## config.mk

```make
export PLATFORM = sky130hd
export DESIGN_NAME = mem_access_unit
export DESIGN_NICKNAME = d
export VERILOG_FILES = /design/src/rtl/mem_access_unit.sv
export SDC_FILE = /design/constraint.sdc
export NUM_CORES = 1
export LEC_CHECK = 0
export ABC_AREA = 1
export BUFFER_PORTS_ARGS = -buffer_cell sky130_fd_sc_hd__buf_2
export CAP_MARGIN = 10
export CORE_UTILIZATION = 36
export CTS_CLUSTER_DIAMETER = 40
export DETAILED_ROUTE_END_ITERATION = 6
export GPL_ROUTABILITY_DRIVEN = 0
export PLACE_DENSITY = 0.66
export SYNTH_ARGS = -nofsm -noshare
export SYNTH_HDL_FRONTEND = slang
export SYNTH_SLANG_ARGS = --single-unit
```

## constraint.sdc

```tcl
create_clock -name clk -period 6.52 [get_ports clk]
set_input_delay 0.326 -clock clk [delete_from_list [all_inputs] [get_ports clk]]
set_output_delay 0.326 -clock clk [all_outputs]
set_load 0.005 [all_outputs]
```

## src/rtl/mem_access_unit.sv

```systemverilog
`default_nettype none
// ============================================================================
// Module   : mem_access_unit
// Brief    : Load/store initiator for a word-wide data memory with req/ack,
//            sub-word extraction and read-modify-write for sh/sb.
// Revision : 1.0
// ============================================================================
module mem_access_unit #(
    parameter int unsigned TIMEOUT = 255
) (
    input  logic        clk,
    input  logic        rst_n,
    input  logic        cpu_ld,
    input  logic        cpu_st,
    input  logic [2:0]  l_mux,
    input  logic [1:0]  s_mux,
    input  logic [31:0] cpu_addr,
    input  logic [31:0] cpu_wdata,
    output logic [31:0] cpu_rdata,
    output logic        cpu_done,
    output logic        cpu_busy,
    output logic        cpu_err,
    output logic        mem_req,
    output logic        mem_we,
    output logic [31:0] mem_addr,
    output logic [31:0] mem_wdata,
    input  logic [31:0] mem_rdata,
    input  logic        mem_ack
);

    localparam int unsigned c_TW = (TIMEOUT < 2) ? 1 : $clog2(TIMEOUT + 1);

    typedef enum logic [1:0] {
        S_IDLE = 2'd0,
        S_RD   = 2'd1,
        S_WR   = 2'd2,
        S_DONE = 2'd3
    } state_t;

    state_t            r_state;
    logic              r_is_load;
    logic [2:0]        r_lmux;
    logic [1:0]        r_smux;
    logic [1:0]        r_alo;
    logic [31:0]       r_wdata;
    logic [c_TW-1:0]   r_tcnt;

    logic              w_ld_bad;
    logic              w_st_bad;
    logic              w_illegal;
    logic [c_TW-1:0]   w_tcnt_next;
    logic              w_timeout;
    logic [15:0]       w_half;
    logic [7:0]        w_byte;
    logic [31:0]       w_load_val;
    logic [31:0]       w_merged;

    assign cpu_busy = (r_state != S_IDLE);

    always_comb begin
        w_ld_bad = (l_mux > 3'd4)
                 || ((l_mux == 3'd0) && (cpu_addr[1:0] != 2'b00))
                 || (((l_mux == 3'd1) || (l_mux == 3'd2)) && cpu_addr[0]);
        w_st_bad = (s_mux == 2'd3)
                 || ((s_mux == 2'd0) && (cpu_addr[1:0] != 2'b00))
                 || ((s_mux == 2'd1) && cpu_addr[0]);
        w_illegal = (cpu_ld && cpu_st) || (cpu_ld && w_ld_bad) || (cpu_st && w_st_bad);
    end

    assign w_tcnt_next = r_tcnt + 1'b1;
    assign w_timeout   = (TIMEOUT != 0) && (w_tcnt_next == c_TW'(TIMEOUT));

    // Sub-word extraction for loads, driven from the latched request.
    always_comb begin
        w_half     = r_alo[1] ? mem_rdata[31:16] : mem_rdata[15:0];
        w_byte     = mem_rdata[{r_alo, 3'b000} +: 8];
        w_load_val = mem_rdata;
        case (r_lmux)
            3'd1:    w_load_val = {{16{w_half[15]}}, w_half};
            3'd2:    w_load_val = {16'h0000, w_half};
            3'd3:    w_load_val = {{24{w_byte[7]}}, w_byte};
            3'd4:    w_load_val = {24'h000000, w_byte};
            default: w_load_val = mem_rdata;
        endcase
    end

    always_comb begin
        w_merged = mem_rdata;
        if (r_smux == 2'd1) begin
            if (r_alo[1]) w_merged[31:16] = r_wdata[15:0];
            else          w_merged[15:0]  = r_wdata[15:0];
        end else begin
            w_merged[{r_alo, 3'b000} +: 8] = r_wdata[7:0];
        end
    end

    always_ff @(posedge clk or negedge rst_n) begin
        if (!rst_n) begin
            r_state   <= S_IDLE;
            r_is_load <= 1'b0;
            r_lmux    <= 3'd0;
            r_smux    <= 2'd0;
            r_alo     <= 2'd0;
            r_wdata   <= 32'h0;
            r_tcnt    <= '0;
            cpu_rdata <= 32'h0;
            cpu_done  <= 1'b0;
            cpu_err   <= 1'b0;
            mem_req   <= 1'b0;
            mem_we    <= 1'b0;
            mem_addr  <= 32'h0;
            mem_wdata <= 32'h0;
        end else begin
            cpu_done <= 1'b0;
            cpu_err  <= 1'b0;
            case (r_state)
                S_IDLE: begin
                    if (cpu_ld || cpu_st) begin
                        r_is_load <= cpu_ld;
                        r_lmux    <= l_mux;
                        r_smux    <= s_mux;
                        r_alo     <= cpu_addr[1:0];
                        r_wdata   <= cpu_wdata;
                        r_tcnt    <= '0;
                        mem_addr  <= {cpu_addr[31:2], 2'b00};
                        if (w_illegal) begin
                            r_state  <= S_DONE;
                            cpu_done <= 1'b1;
                            cpu_err  <= 1'b1;
                        end else if (cpu_ld || (s_mux != 2'd0)) begin
                            r_state <= S_RD;
                            mem_req <= 1'b1;
                            mem_we  <= 1'b0;
                        end else begin
                            r_state   <= S_WR;
                            mem_req   <= 1'b1;
                            mem_we    <= 1'b1;
                            mem_wdata <= cpu_wdata;
                        end
                    end
                end
                S_RD: begin
                    if (mem_ack) begin
                        if (r_is_load) begin
                            cpu_rdata <= w_load_val;
                            mem_req   <= 1'b0;
                            r_state   <= S_DONE;
                            cpu_done  <= 1'b1;
                        end else begin
                            // RMW: request stays up and turns into the write.
                            mem_wdata <= w_merged;
                            mem_we    <= 1'b1;
                            r_tcnt    <= '0;
                            r_state   <= S_WR;
                        end
                    end else if (w_timeout) begin
                        mem_req  <= 1'b0;
                        r_state  <= S_DONE;
                        cpu_done <= 1'b1;
                        cpu_err  <= 1'b1;
                    end else begin
                        r_tcnt <= w_tcnt_next;
                    end
                end
                S_WR: begin
                    if (mem_ack) begin
                        mem_req  <= 1'b0;
                        mem_we   <= 1'b0;
                        r_state  <= S_DONE;
                        cpu_done <= 1'b1;
                    end else if (w_timeout) begin
                        mem_req  <= 1'b0;
                        mem_we   <= 1'b0;
                        r_state  <= S_DONE;
                        cpu_done <= 1'b1;
                        cpu_err  <= 1'b1;
                    end else begin
                        r_tcnt <= w_tcnt_next;
                    end
                end
                default: begin
                    r_state <= S_IDLE;
                end
            endcase
        end
    end

endmodule
`default_nettype wire

```

## Word level (Yosys, flattened, before mapping)

Cells that the tools add are included.
W data, S select, Z words.

| storage, ports and cells | value |
|---|---|
| flip-flop bits (word level) | 132 |
| output and inout bits | 101 |
| input bits | 106 |
| logic and storage cells | 122 |

| operators by class | value |
|---|---|
| eq/ne operators | 21 |
| $add $sub $neg | 2 |
| $lt $le $gt $ge | 1 |
| multiplexer cells | 50 |
| shifts and indexed selects | 3 |
| reduce and logical (&&, ||, !) cells | 31 |

Operator list:

| operator | number |
|---|---|
| $mux W32 | 6 |
| $pmux W32 S4 | 1 |
| $pmux W32 S2 | 1 |
| $mux W16 | 3 |
| $mux W8 | 5 |
| $bwmux W32 | 1 |
| $shift A8 B7 Y32 const A | 1 |
| $shiftx A32 B6 Y8 | 1 |
| $shiftx A8 B7 Y32 | 1 |
| $pmux W8 S3 | 1 |
| $mux W1 | 21 |
| $mux W2 | 6 |
| $ne A2 B2 Y1 const B | 6 |
| $reduce_and A6 Y1 | 2 |
| $eq A3 B2 Y1 const B | 3 |
| $logic_or A1 B1 Y1 | 9 |
| $ne A3 B3 Y1 const B | 3 |
| $pmux W1 S3 | 3 |
| $add A8 B1 Y8 const B | 1 |
| $eq A8 B8 Y1 const B | 1 |
| $reduce_and A4 Y1 | 2 |
| $reduce_bool A2 Y1 | 4 |
| $logic_and A1 B1 Y1 | 7 |
| $neg A5 Y7 | 1 |
| other kinds (13) | 18 |

## Depth between registers and ports, before layout

Gate-level depths: netlist of the first run.

| logic depth | value |
|---|---|
| word-level depth | 10 |
| depth in mapped cells | 13 |

## Least setup slack after synthesis of the first run

Ideal clock, no wire load.

| timing | value |
|---|---|
| kind | reg-to-reg |
| from | register r_alo[1] |
| to | register mem_wdata[17] |
| arrival time | 1.954 ns |
| cell stages (with the launch flop) | 13 |
| buffers on the path | 4 |
| setup slack | 4.442 ns |
| cells stage by stage | dfrtp_1 > buf_2 > inv_2 > buf_2 > buf_2 > ha_1 > buf_2 > inv_1 > nand3_1 > a21oi_1 > or3_1 > o211ai_1 > nand2_1 |

| between the ends | value |
|---|---|
| cells in the longest elaborated chain, start to end | 7 |
| elaborated cells on any way between the ends | 9 |
| those cells by class | add/sub (1); shift (2); mux (6) |

RTL lines:

| what | RTL line | RTL |
|---|---|---|
| start: declaration | 44 | `logic [1:0] r_alo;` |
| start signal: assignment | 122 | `r_alo <= cpu_addr[1:0];` |
| $neg A5 Y7 | 93 | `w_merged[{r_alo, 3'b000} +: 8] = r_wdata[7:0];` |
| $shiftx A8 B7 Y32 / $shift A8 B7 Y32 (equally long branches) | 93 |  |
| $bwmux W32 | 93 |  |
| $mux W32 * | 89 | `if (r_smux == 2'd1) begin` |
| $mux W32 * | 144 | `if (r_is_load) begin` |
| $mux W32 * | 143 | `if (mem_ack) begin` |
| $pmux W32 S2 * | 116 | `case (r_state)` |
| end signal: assignment | 138 | `mem_wdata <= cpu_wdata;` |
| end signal: assignment | 151 | `mem_wdata <= w_merged;` |
| end: declaration | 26 | `output logic [31:0] mem_wdata,` |

Mark *: on every way between the ends. The rest lies on a longest branch, timed or not. The select of a mux whose other input is x is not followed.
A chain may end at the register's enable or synchronous reset.

## Final worst setup path of the first run

| timing | value |
|---|---|
| from | register r_state[0] |
| to | register mem_wdata[17] |

| between the ends | value |
|---|---|
| cells in the longest elaborated chain, start to end | 3 |
| elaborated cells on any way between the ends | 10 |
| those cells by class | eq/ne (6); mux (1); reduce/logical (3) |

RTL lines:

| what | RTL line | RTL |
|---|---|---|
| start: declaration | 40 | `state_t r_state;` |
| start signal: assignment | 99 | `r_state <= S_IDLE;` |
| start signal: assignment | 127 | `r_state <= S_DONE;` |
| start signal: assignment | 131 | `r_state <= S_RD;` |
| $eq A2 B1 Y1 / $logic_not A2 Y1 (equally long branches) | 116 |  |
| $ne A2 B2 Y1 (no line) / $reduce_bool A2 Y1 (equally long branches) | n/a |  |
| $reduce_and A6 Y1 (no line) | n/a |  |

Several ways; a longest one is shown, not always the timed one.

==> reports/qor.txt, run 1 <==
Sw Pwr: 2.16 mW
Cell area after layout: 0.00923 mm2
Total gr overflow: 0
Slew Limit Fails: 0
Synth Warn #: 0
Share of layout cells above drive strength 1: 22.6%
CTS tree: done
Netlist cell types: 39
Top_reg_cell synth: dfrtp_1
Worst hold margin: 92.9 ps
Clock share of power: 21.2%
WL/cell: 16.3 um
Clock latency on the worst-skew pair: 430 ps
Fmax: 285 MHz
Final std cells w/o fill: 1464
Worst-path fanout max: 76
Via Count: 7483
Worst-margin pin slew: 1040 ps
Sw Ratio: 44.6%
Gr usage total: 23.1%
Final TNS setup: 0 ps
Num CTS Buffers: 17
Failing checks: DRC
# Max-Cap Violations: 0
Total Wirelength: 23.8 mm
CTS Buffer Depth: 2
Worst stage delay on the critical path: 820 ps
Fin crit period: 3510 ps
# setup viols final: 0
Hold Violations, Final: 0
Drt pass-1 iters: 7
Crit. End Element: flip-flop
Setup crit end: mem_wdata[17]
Layout Nets: 1297
H-tree Lvls: 4
Internal Power: 2.68 mW
Static leakage: 4.72 nW
Combinational power share: 48.5%
Post-CTS Setup Bufs: 0
WP data arrival: 3870 ps
Routed Antenna Nets: 0
Gate Count Post-Synth: 1007
Layout fillers: 2100
Internal reg-to-reg setup slack: 3010 ps
FP Rows: 52
Post-DP Area: 0.00859 mm2
Setup CP Type: flip-flop to flip-flop
Reg-to-reg endpoint: mem_wdata[17]
Cell Chain, Critical Path: inv_1 -> ha_1 -> nand2_2 -> buf_4 -> inv_2 -> nand3_4 -> inv_2 -> nor2_4 -> o211ai_1 -> nand2_1
CP Depth: 10
I/O pin count: 207
Clk_skew: 7.04 ps
Most used cell along the critical path: inv_2
Sink Count: 132
Pre-CTS WS: 3010 ps
Post-synth top area cell: dfrtp_1
FF+latch count, synth: 132
DRC Markers: 6
Die area: 0.0214 mm2
R2R cell count: 10
Die height: 146 um
Power density cells: 524 mW/mm2
Sequential share of the synthesized area: 44.2%
Sequential Power Share: 30.3%
Syn Area/Cell: 7.43 um2
Worst hold path type: input port to flip-flop
Largest delay contributor family on the critical path: buffers and inverters
Port-buffer cells: 204
Most common cell after layout, fill and taps aside: nand2_1
Initial drt markers: 757
Synth async-reset ratio: 100%
Status: complete, but fails checks
Commonest non-fill, non-tap cells in the layout: nand2_1 (309), buf_2 (203), dfrtp_1 (132), o21ai_0 (95), a21oi_1 (77)
Via density: 5.11
Final Worst Setup Slack: 3010 ps
Initial Util: 36.8%
Seq. cell area: 0.00330 mm2
Global-route wire length before repair: 38.5 mm
CP startpoint kind: flip-flop
Rel. slew slack: 30.4%
Largest net degree at the start of global routing: 77
Core Area: 0.0203 mm2
DP Cell Count: 1429
Root buf cell: clkbuf_16
CP bufs+invs: 4
CP max-delay cell: nor2_4
Worst-path clk slew: 60 ps
Multi-input logic area: 0.00356 mm2
Synth Cell Area: 0.00748 mm2
Unrepaired setup endpoints after global routing: false
Vias in the first global route: 7001
Power Total: 4.84 mW
Largest cells by area after synthesis: dfrtp_1 (44%), nand2_1 (16%), o21ai_0 (6.4%)
Peak supply drop: 210 uV
Initial antenna violation count: 4
Crit. Startpoint: r_state[0]
EDFF count, synth: 0
Hpwl dp: 17.5 mm
Tcrit/Tclk final: 53.9%
Syn-to-layout area delta: 23.4%
Yosys top cell area share: 44.2%
Die Width: 146 um
Core Util, Final: 45.5%
Worst reg2reg startpoint: r_state[0]
Critical Path RT: 6880 ps
-- timing repair --
action                                 in CTS  in global routing
endpoints found under the hold margin      56                  0
resized for setup                           0                  0
hold buffers                                1                  0
-- metal layers --
layer / part of all wire (%) / track usage [%]
met5: 0.092 / 0
met3: 9.7 / 7.06
met4: 1.9 / 6.51
met1: 44 / 31.3
met2: 44 / 35.5
-- worst min-delay path by stage --
| stage | startpoint | end | cells past startpoint |
|---|---|---|---|
| floorplan | rst_n | cpu_done | 0 |
| global placement | rst_n | cpu_rdata[14] | 1 |
| detailed placement | rst_n | cpu_rdata[12] | 1 |
| CTS | cpu_addr[7] | mem_addr[7] | 3 |
| global route | cpu_addr[5] | mem_addr[5] | 3 |
| finish | cpu_addr[7] | mem_addr[7] | 3 |
-- worst register-to-register path, delay by kind of cell (launching register included) --
family	cells	cell delay, ps
buf+inv	4	1320
simple gates	4	1250
flops	1	390
fa+ha+maj	1	270
compound gates	1	210
-- sequential cells by signal, indices dropped and copies added, names as in the netlist, 2 cells and up --
signal and count:
r_tcnt 8, r_lmux 3, r_wdata 16, mem_wdata 32, r_smux 2, r_state 2
r_alo 2, mem_addr 30, cpu_rdata 32
-- cells by family (layout without fill, tap and decap cells) --
group           after synthesis  count (layout)  share of synthesized area [%]
other cells                   1               4                         0.0501
fa+ha+maj                    12              12                           2.01
compound gates              253             253                           19.1
flops                       132             132                           44.2
buf+inv                     144             328                           8.26
simple gates                465             465                           26.4
-- final cells by class --
| class | count | area share [%] |
|---|---|---|
| multi-input cells | 732 | 38.6 |
| flip-flops and latches | 132 | 35.8 |
| repair buffers | 210 | 11.6 |
| clock buffers | 19 | 4.80 |
| well taps | 270 | 3.66 |
| inverters | 86 | 3.50 |
| clock inverters | 13 | 1.98 |
| diodes | 2 | 0.0542 |
-- synthesized netlist by cell type, types with 8 or more instances --
cell type and n:
dfrtp_1 132, ha_1 12, clkbuf_1 17, o22a_1 14, buf_1 9, o21ai_1 20, a21oi_1 77, o21a_1 8
nand3_1 76, nor3_1 9, o21ai_0 95, o22ai_1 10, nor2_1 44, or3_1 8, inv_2 12, inv_1 73
buf_2 23, nand2_1 309, o211ai_1 11
-- power groups by stage --
stage | Sequential, mW | Combinational [mW] | Clock [mW]
2_1_floorplan | 1.44 | 1.61 | 0
3_3_place_gp | 1.47 | 2.30 | 0
3_5_place_dp | 1.46 | 2.35 | 0
4_1_cts | 1.46 | 2.35 | 1.05
5_1_grt | 1.51 | 2.66 | 1.09
6_report | 1.46 | 2.35 | 1.03
Power figures use the tool's default switching activity.
==> run 2, diff against run 1 <==
Settings changed: ABC_AREA 1 to 0, PLACE_DENSITY 0.66 to 0.69.
Clock period 6.52 ns to 3.14 ns, I/O delays scaled along.
==> run 2 against run 1 <==
The flow now finishes without violations. Non-clock buffer count rose by 61. Die area fell by 7.9%. Sequential share of layout area fell by 0.28 points. Fmax rose by 45%. Setup slack got worse by 2300 ps. Largest cell class unchanged.
==> reports/qor.txt, run 2 <==
Power density cells: 1060 mW/mm2 (+100%)
Core Area: 0.0187 mm2 (-7.9%)
WP data arrival: 2750 ps (-1120 ps)
Hpwl dp: 15.4 mm (-12%)
EDFF count, synth: 0 (unchanged)
FF+latch count, synth: 132 (unchanged)
Peak supply drop: 492 uV (+130%)
DP Cell Count: 1125 (-21%)
Die area: 0.0197 mm2 (-7.9%)
Crit. End Element: flip-flop
Top_reg_cell synth: dfrtp_1
Rel. slew slack: 35.6% (+5.2 points)
Clk_skew: 8.55 ps (+1.51 ps)
Via Count: 6516 (-13%)
Global-route wire length before repair: 34.3 mm (-11%)
Via density: 5.39 (+5.5%)
Syn Area/Cell: 9.73 um2 (+31%)
Port-buffer cells: 204 (unchanged)
Multi-input logic area: 0.00336 mm2 (-5.7%)
Commonest non-fill, non-tap cells in the layout: buf_2 (203), dfrtp_1 (132), nor2_1 (84), nand2_1 (77), a21oi_1 (63)
Sw Pwr: 3.99 mW (+85%)
Setup CP Type: flip-flop to flip-flop
Worst hold start: mem_rdata[22]
Routed Antenna Nets: 0 (unchanged)
Clock latency on the worst-skew pair: 420 ps (about the same)
Final std cells w/o fill: 1208 (-17%)
Unrepaired setup endpoints after global routing: false
Slew Limit Fails: 0 (unchanged)
Final Worst Setup Slack: 714 ps (-2290 ps)
Worst-path fanout max: 24 (-68%)
Layout Nets: 1079 (-17%)
Biggest regs: cpu_rdata: 32 flops, mem_wdata: 32 flops, mem_addr: 30 flops
Initial antenna violation count: 1 (-3)
WL/cell: 18.2 um (+12%)
Gr usage total: 22.6% (-0.48 points)
Final TNS setup: 0 ps (unchanged)
Vias in the first global route: 6418 (-8.3%)
Worst hold path type: input port to flip-flop
Synth Cell Area: 0.00688 mm2 (-8.0%)
Largest net degree at the start of global routing: 76 (-1.3%)
Worst-margin pin slew: 958 ps (-84.0 ps)
Pre-CTS WS: 734 ps (-2280 ps)
Total gr overflow: 0 (unchanged)
Die height: 140 um (-4.0%)
Sink Count: 132 (unchanged)
Layout fillers: 1734 (-17%)
Die Width: 140 um (-4.0%)
Worst reg2reg startpoint: r_state[0]
Sw Ratio: 40.3% (-4.3 points)
Clock share of power: 20.5% (-0.7 points)
FP Rows: 50 (-3.8%)
Status: complete, no violations
I/O pin count: 207 (unchanged)
Sequential share of the synthesized area: 48.0% (+3.8 points)
Gate Count Post-Synth: 707 (-30%)
Core Util, Final: 49.7% (+4.3 points)
Yosys top cell area share: 48.0% (+3.8 points)
# setup viols final: 0 (unchanged)
Power Total: 9.90 mW (+100%)
Num CTS Buffers: 17 (unchanged)
Fmax: 412 MHz (+45%)
CTS Buffer Depth: 2 (unchanged)
Seq. cell area: 0.00330 mm2 (unchanged)
Combinational power share: 47.0% (-1.5 points)
Syn-to-layout area delta: 35.2%
Resize count post-CTS: 0 (unchanged)
Hold-fix buffers at CTS: 51 (+50)
Root buf cell: clkbuf_16
Crit. Startpoint: r_state[0]
Netlist cell types: 61 (+56%)
Hold Violations, Final: 0 (unchanged)
Synth async-reset ratio: 100% (unchanged)
Synth top cells by count: dfrtp_1 (132), nor2_1 (84), nand2_1 (77)
Total Wirelength: 22.0 mm (-7.5%)
Top-count cell post-synth: dfrtp_1
Initial drt markers: 466 (-38%)
Share of layout cells above drive strength 1: 33.3% (+11 points)
Post-synth top area cell: dfrtp_1
Largest cells by area after synthesis: dfrtp_1 (48%), mux2_2 (8.8%), a21oi_1 (4.6%)
H-tree Lvls: 4 (unchanged)
DRC Markers: 0 (-6)
Most common cell after layout, fill and taps aside: buf_2
Post-CTS Setup Bufs: 0 (unchanged)
Worst-path clk slew: 60 ps (about the same)
Static leakage: 4.34 nW (-7.9%)
Drt pass-1 iters: 5 (-2)
CTS tree: done
Initial Util: 36.8% (-0.057 points)
Fin crit period: 2430 ps (-1090 ps)
# Max-Cap Violations: 0 (unchanged)
Tcrit/Tclk final: 77.3% (+23 points)
Sequential Power Share: 32.5% (+2.2 points)
Critical Path RT: 3470 ps (-3410 ps)
Synth Warn #: 0 (unchanged)
CP startpoint kind: flip-flop
Internal Power: 5.91 mW (+120%)
## run 2: area by class of cell
class	instances	share of cell area [%]
diodes	1	0.0269
repair buffers	271	18.0
clock inverters	11	1.67
multi-input cells	517	36.1
inverters	22	0.888
well taps	234	3.15
flip-flops and latches	132	35.5
clock buffers	20	4.69
## run 2: critical path: stages (launching register included)
cell and delay (ps):
dfrtp_1 420, inv_1 130, ha_1 470, nand3_1 110, o21ai_0 120, nand3_2 440, buf_4 370, o31ai_1 250
## run 2: metal layers
metal  track usage, %  share of wire, %  vias up  routed length (um)
li1                 -                 -     3077                   -
met1             28.2                43     3128                9420
met2             37.7                48      277               10500
met3             6.05               7.6       34                1670
met4             7.98               2.0        0                 439
met5                0                 0        -                   0
## run 2: metrics by stage
stage | cell area [um2] | hold WS (ps)
final | 9300 | 19.2
after global routing | 9300 | 15.7
after CTS | 9300 | 0.409
after detailed placement | 8200 | 235
after global placement | 8200 | 230
after floorplan | 6890 | -139
## run 2: final timing paths
| path | end | cells after the start | slack, ps |
|---|---|---|---|
| setup reg to reg | mem_wdata[20] | 7 | 710 |
| min in group asynchronous | mem_addr[30] | 2 | 350 |
| setup / recovery | mem_wdata[20] | 7 | 710 |
| max in group asynchronous | mem_addr[9] | 3 | 2030 |
| hold / removal | cpu_rdata[22] | 3 | 20 |
| hold reg to reg | mem_wdata[1] | 2 | 470 |
## run 2: kinds of logic (layout without fill, tap and decap cells)
group / count (synthesis) / in the layout / share of synthesized area (%)
AOI/OAI and AO/OA: 228 / 228 / 22.2
and+or+nand+nor: 204 / 204 / 12.9
DFF: 132 / 132 / 48.0
buffers and inverters: 59 / 324 / 3.38
xor gates and xnor gates: 3 / 3 / 0.382
muxes: 68 / 68 / 10.9
adders and majority gates: 12 / 12 / 2.18
other: 1 / 3 / 0.0545
## run 2: power by group through the flow
stage	logic, mW	registers [mW]	clock network [mW]
CTS	4.66	3.20	2.08
finish	4.66	3.22	2.03
detailed placement	4.59	3.22	0
global route	5.15	3.32	2.15
global placement	4.49	3.20	0
floorplan	3.03	3.09	0
==> run 3, diff against run 2 <==
Settings changed: PLACE_DENSITY 0.69 to 0.66.
Clock period 3.14 ns to 2.4 ns, I/O delays scaled along.
==> run 3 against run 2 <==
Via count increased by 1.7%. Clock power increased by 26%. First-iteration DRC count decreased by 5.6%. Fmax increased by 8.6%. Highest routed layer unchanged. Register-to-register slack got worse by 550 ps. Sequential power increased by 27%. Setup slack got worse by 550 ps.
==> reports/qor.txt, run 3 (synthesis gave the netlist of run 2 again) <==
WL/cell: 17.7 um (-3.0%)
Final std cells w/o fill: 1247 (+3.2%)
Power density cells: 1350 mW/mm2 (+27%)
Static leakage: 4.52 nW (+4.1%)
CP startpoint kind: flip-flop
# Max-Cap Violations: 0 (unchanged)
Core Area: 0.0187 mm2 (unchanged)
I/O pin count: 207 (unchanged)
Pre-CTS WS: 123 ps (-611 ps)
Die area: 0.0197 mm2 (unchanged)
Cell Chain, Critical Path: ha_2 -> nand2_1 -> or3_4 -> a221oi_4 -> nand3_2 -> and2_1 -> a32o_1
Initial drt markers: 440 (-5.6%)
Peak supply drop: 741 uV (+51%)
Hpwl dp: 15.6 mm (+0.89%)
WP data arrival: 2550 ps (-200 ps)
Rel. slew slack: 37.4% (+1.8 points)
Share of layout cells above drive strength 1: 33.6% (+0.26 points)
Tcrit/Tclk final: 93.0% (+16 points)
Sink Count: 132 (unchanged)
Drt pass-1 iters: 4 (-1)
Total Wirelength: 22.1 mm (about the same)
Initial Util: 36.8% (unchanged)
Worst-margin pin slew: 931 ps (-26.7 ps)
Crit. Startpoint: r_tcnt[1]
CP Depth: 7 (unchanged)
Root buf cell: clkbuf_16
Worst reg2reg startpoint: r_tcnt[1]
CP bufs+invs: 0 (-2)
DP Cell Count: 1136 (+0.98%)
Worst hold path type: input port to flip-flop
CP max-delay cell: dfrtp_1
# setup viols final: 0 (unchanged)
Clock latency on the worst-skew pair: 440 ps (+20 ps)
Via Count: 6629 (+1.7%)
Port-buffer cells: 204 (unchanged)
Via density: 5.32 (-1.4%)
Largest net degree at the start of global routing: 65 (-14%)
Routed Antenna Nets: 0 (unchanged)
Worst stage delay on the critical path: 410 ps (-60 ps)
Clk_skew: 8.53 ps (-0.0251 ps)
Crit. End Element: flip-flop
Layout Nets: 1118 (+3.6%)
Final Worst Setup Slack: 167 ps (-547 ps)
FP Rows: 50 (unchanged)
Num CTS Buffers: 17 (unchanged)
H-tree Lvls: 4 (unchanged)
CTS tree: done
Hold Violations, Final: 0 (unchanged)
Unrepaired setup endpoints after global routing: false
Post-CTS Setup Bufs: 0 (unchanged)
Worst-path fanout max: 6 (-75%)
Die Width: 140 um (unchanged)
Setup crit end: r_tcnt[2]
DRC Markers: 0 (unchanged)
Die height: 140 um (unchanged)
Setup CP Type: flip-flop to flip-flop
Global-route wire length before repair: 34.9 mm (+1.8%)
Biggest regs: cpu_rdata: 32 flops, mem_wdata: 32 flops, mem_addr: 30 flops
Syn-to-layout area delta: 40.7%
Largest delay contributor family on the critical path: simple AND/OR/NAND/NOR gates
Critical Path RT: 2720 ps (-750 ps)
Final TNS setup: 0 ps (unchanged)
Gr usage total: 23.0% (+0.35 points)
Commonest non-fill, non-tap cells in the layout: buf_2 (203), dfrtp_1 (132), nor2_1 (84), dlygate4sd3_1 (79), nand2_1 (77)
Most common cell after layout, fill and taps aside: buf_2
Worst-path clk slew: 60 ps (about the same)
CTS Buffer Depth: 2 (unchanged)
Status: complete, no violations
Slew Limit Fails: 0 (unchanged)
Vias in the first global route: 6645 (+3.5%)
Antenna diode instance count: 0 (-1)
R2R cell count: 7 (unchanged)
Reg-to-reg endpoint: r_tcnt[2]
Total gr overflow: 0 (unchanged)
Initial antenna violation count: 0 (-1)
Fmax: 448 MHz (+8.6%)
Internal reg-to-reg setup slack: 170 ps (-550 ps)
Fin crit period: 2230 ps (-193 ps)
[run 3: metrics by stage]
| stage | util [%] | cell area, um2 | total power, mW | hold WS, ps |
|---|---|---|---|---|
| 6_report | 51.8 | 9680 | 13.1 | 7.71 |
| 5_1_grt | 51.8 | 9680 | 14.0 | 3.47 |
| 4_1_cts | 51.7 | 9670 | 13.1 | 0.380 |
| 3_5_place_dp | 44.4 | 8310 | 10.4 | 159 |
| 3_3_place_gp | 44.4 | 8310 | 10.2 | 159 |
| 2_1_floorplan | - | 6890 | 8.01 | -176 |
[run 3: timing repair]
| item | in CTS | in global routing |
|---|---|---|
| hold buffers | 79 | 0 |
| gates resized for setup | 0 | 3 |
| endpoints found under the hold margin | 154 | 0 |
| endpoints found under the setup margin | 0 | 5 |
[run 3: worst min path at each step]
stage                          endpoint          start  slack (ps)  cells past startpoint
final                     cpu_rdata[27]  mem_rdata[27]           8                      3
after global routing      cpu_rdata[27]  mem_rdata[27]           3                      3
after CTS                 cpu_rdata[27]  mem_rdata[27]         0.4                      3
after detailed placement   mem_addr[28]          rst_n         160                      1
after global placement     mem_addr[29]          rst_n         160                      1
after floorplan                cpu_done          rst_n        -180                      0
[run 3: power breakdown]
part           internal, mW  switching, mW  total [mW]
clock network          1.47           1.09        2.55
registers              3.33          0.744        4.08
logic                  2.92           3.51        6.43
total                  7.72           5.34        13.1
[run 3: final cells by class]
| cell class | count | area (um2) |
|---|---|---|
| sequential | 132 | 3300 |
| clock buffer | 19 | 443 |
| timing repair buffer | 310 | 2060 |
| inverter | 22 | 82.6 |
| fill | 1674 | 9020 |
| tap | 234 | 293 |
| clock inverter | 13 | 123 |
| multi-input combinational | 517 | 3380 |
[run 3: per-layer routing]
layer,wire (um),GRT usage (%)
met5,0,0
met2,10600,39.2
met3,1440,5.13
met4,505,8.50
met1,9470,28.3
[run 3: worst register-to-register path: cells and delay by family, from the launching register on]
kind	cells	cell delay, ps
AO/OA/AOI/OAI	2	630
adder cells (fa/ha/maj)	1	250
flip-flops	1	410
AND/OR/NAND/NOR	4	830
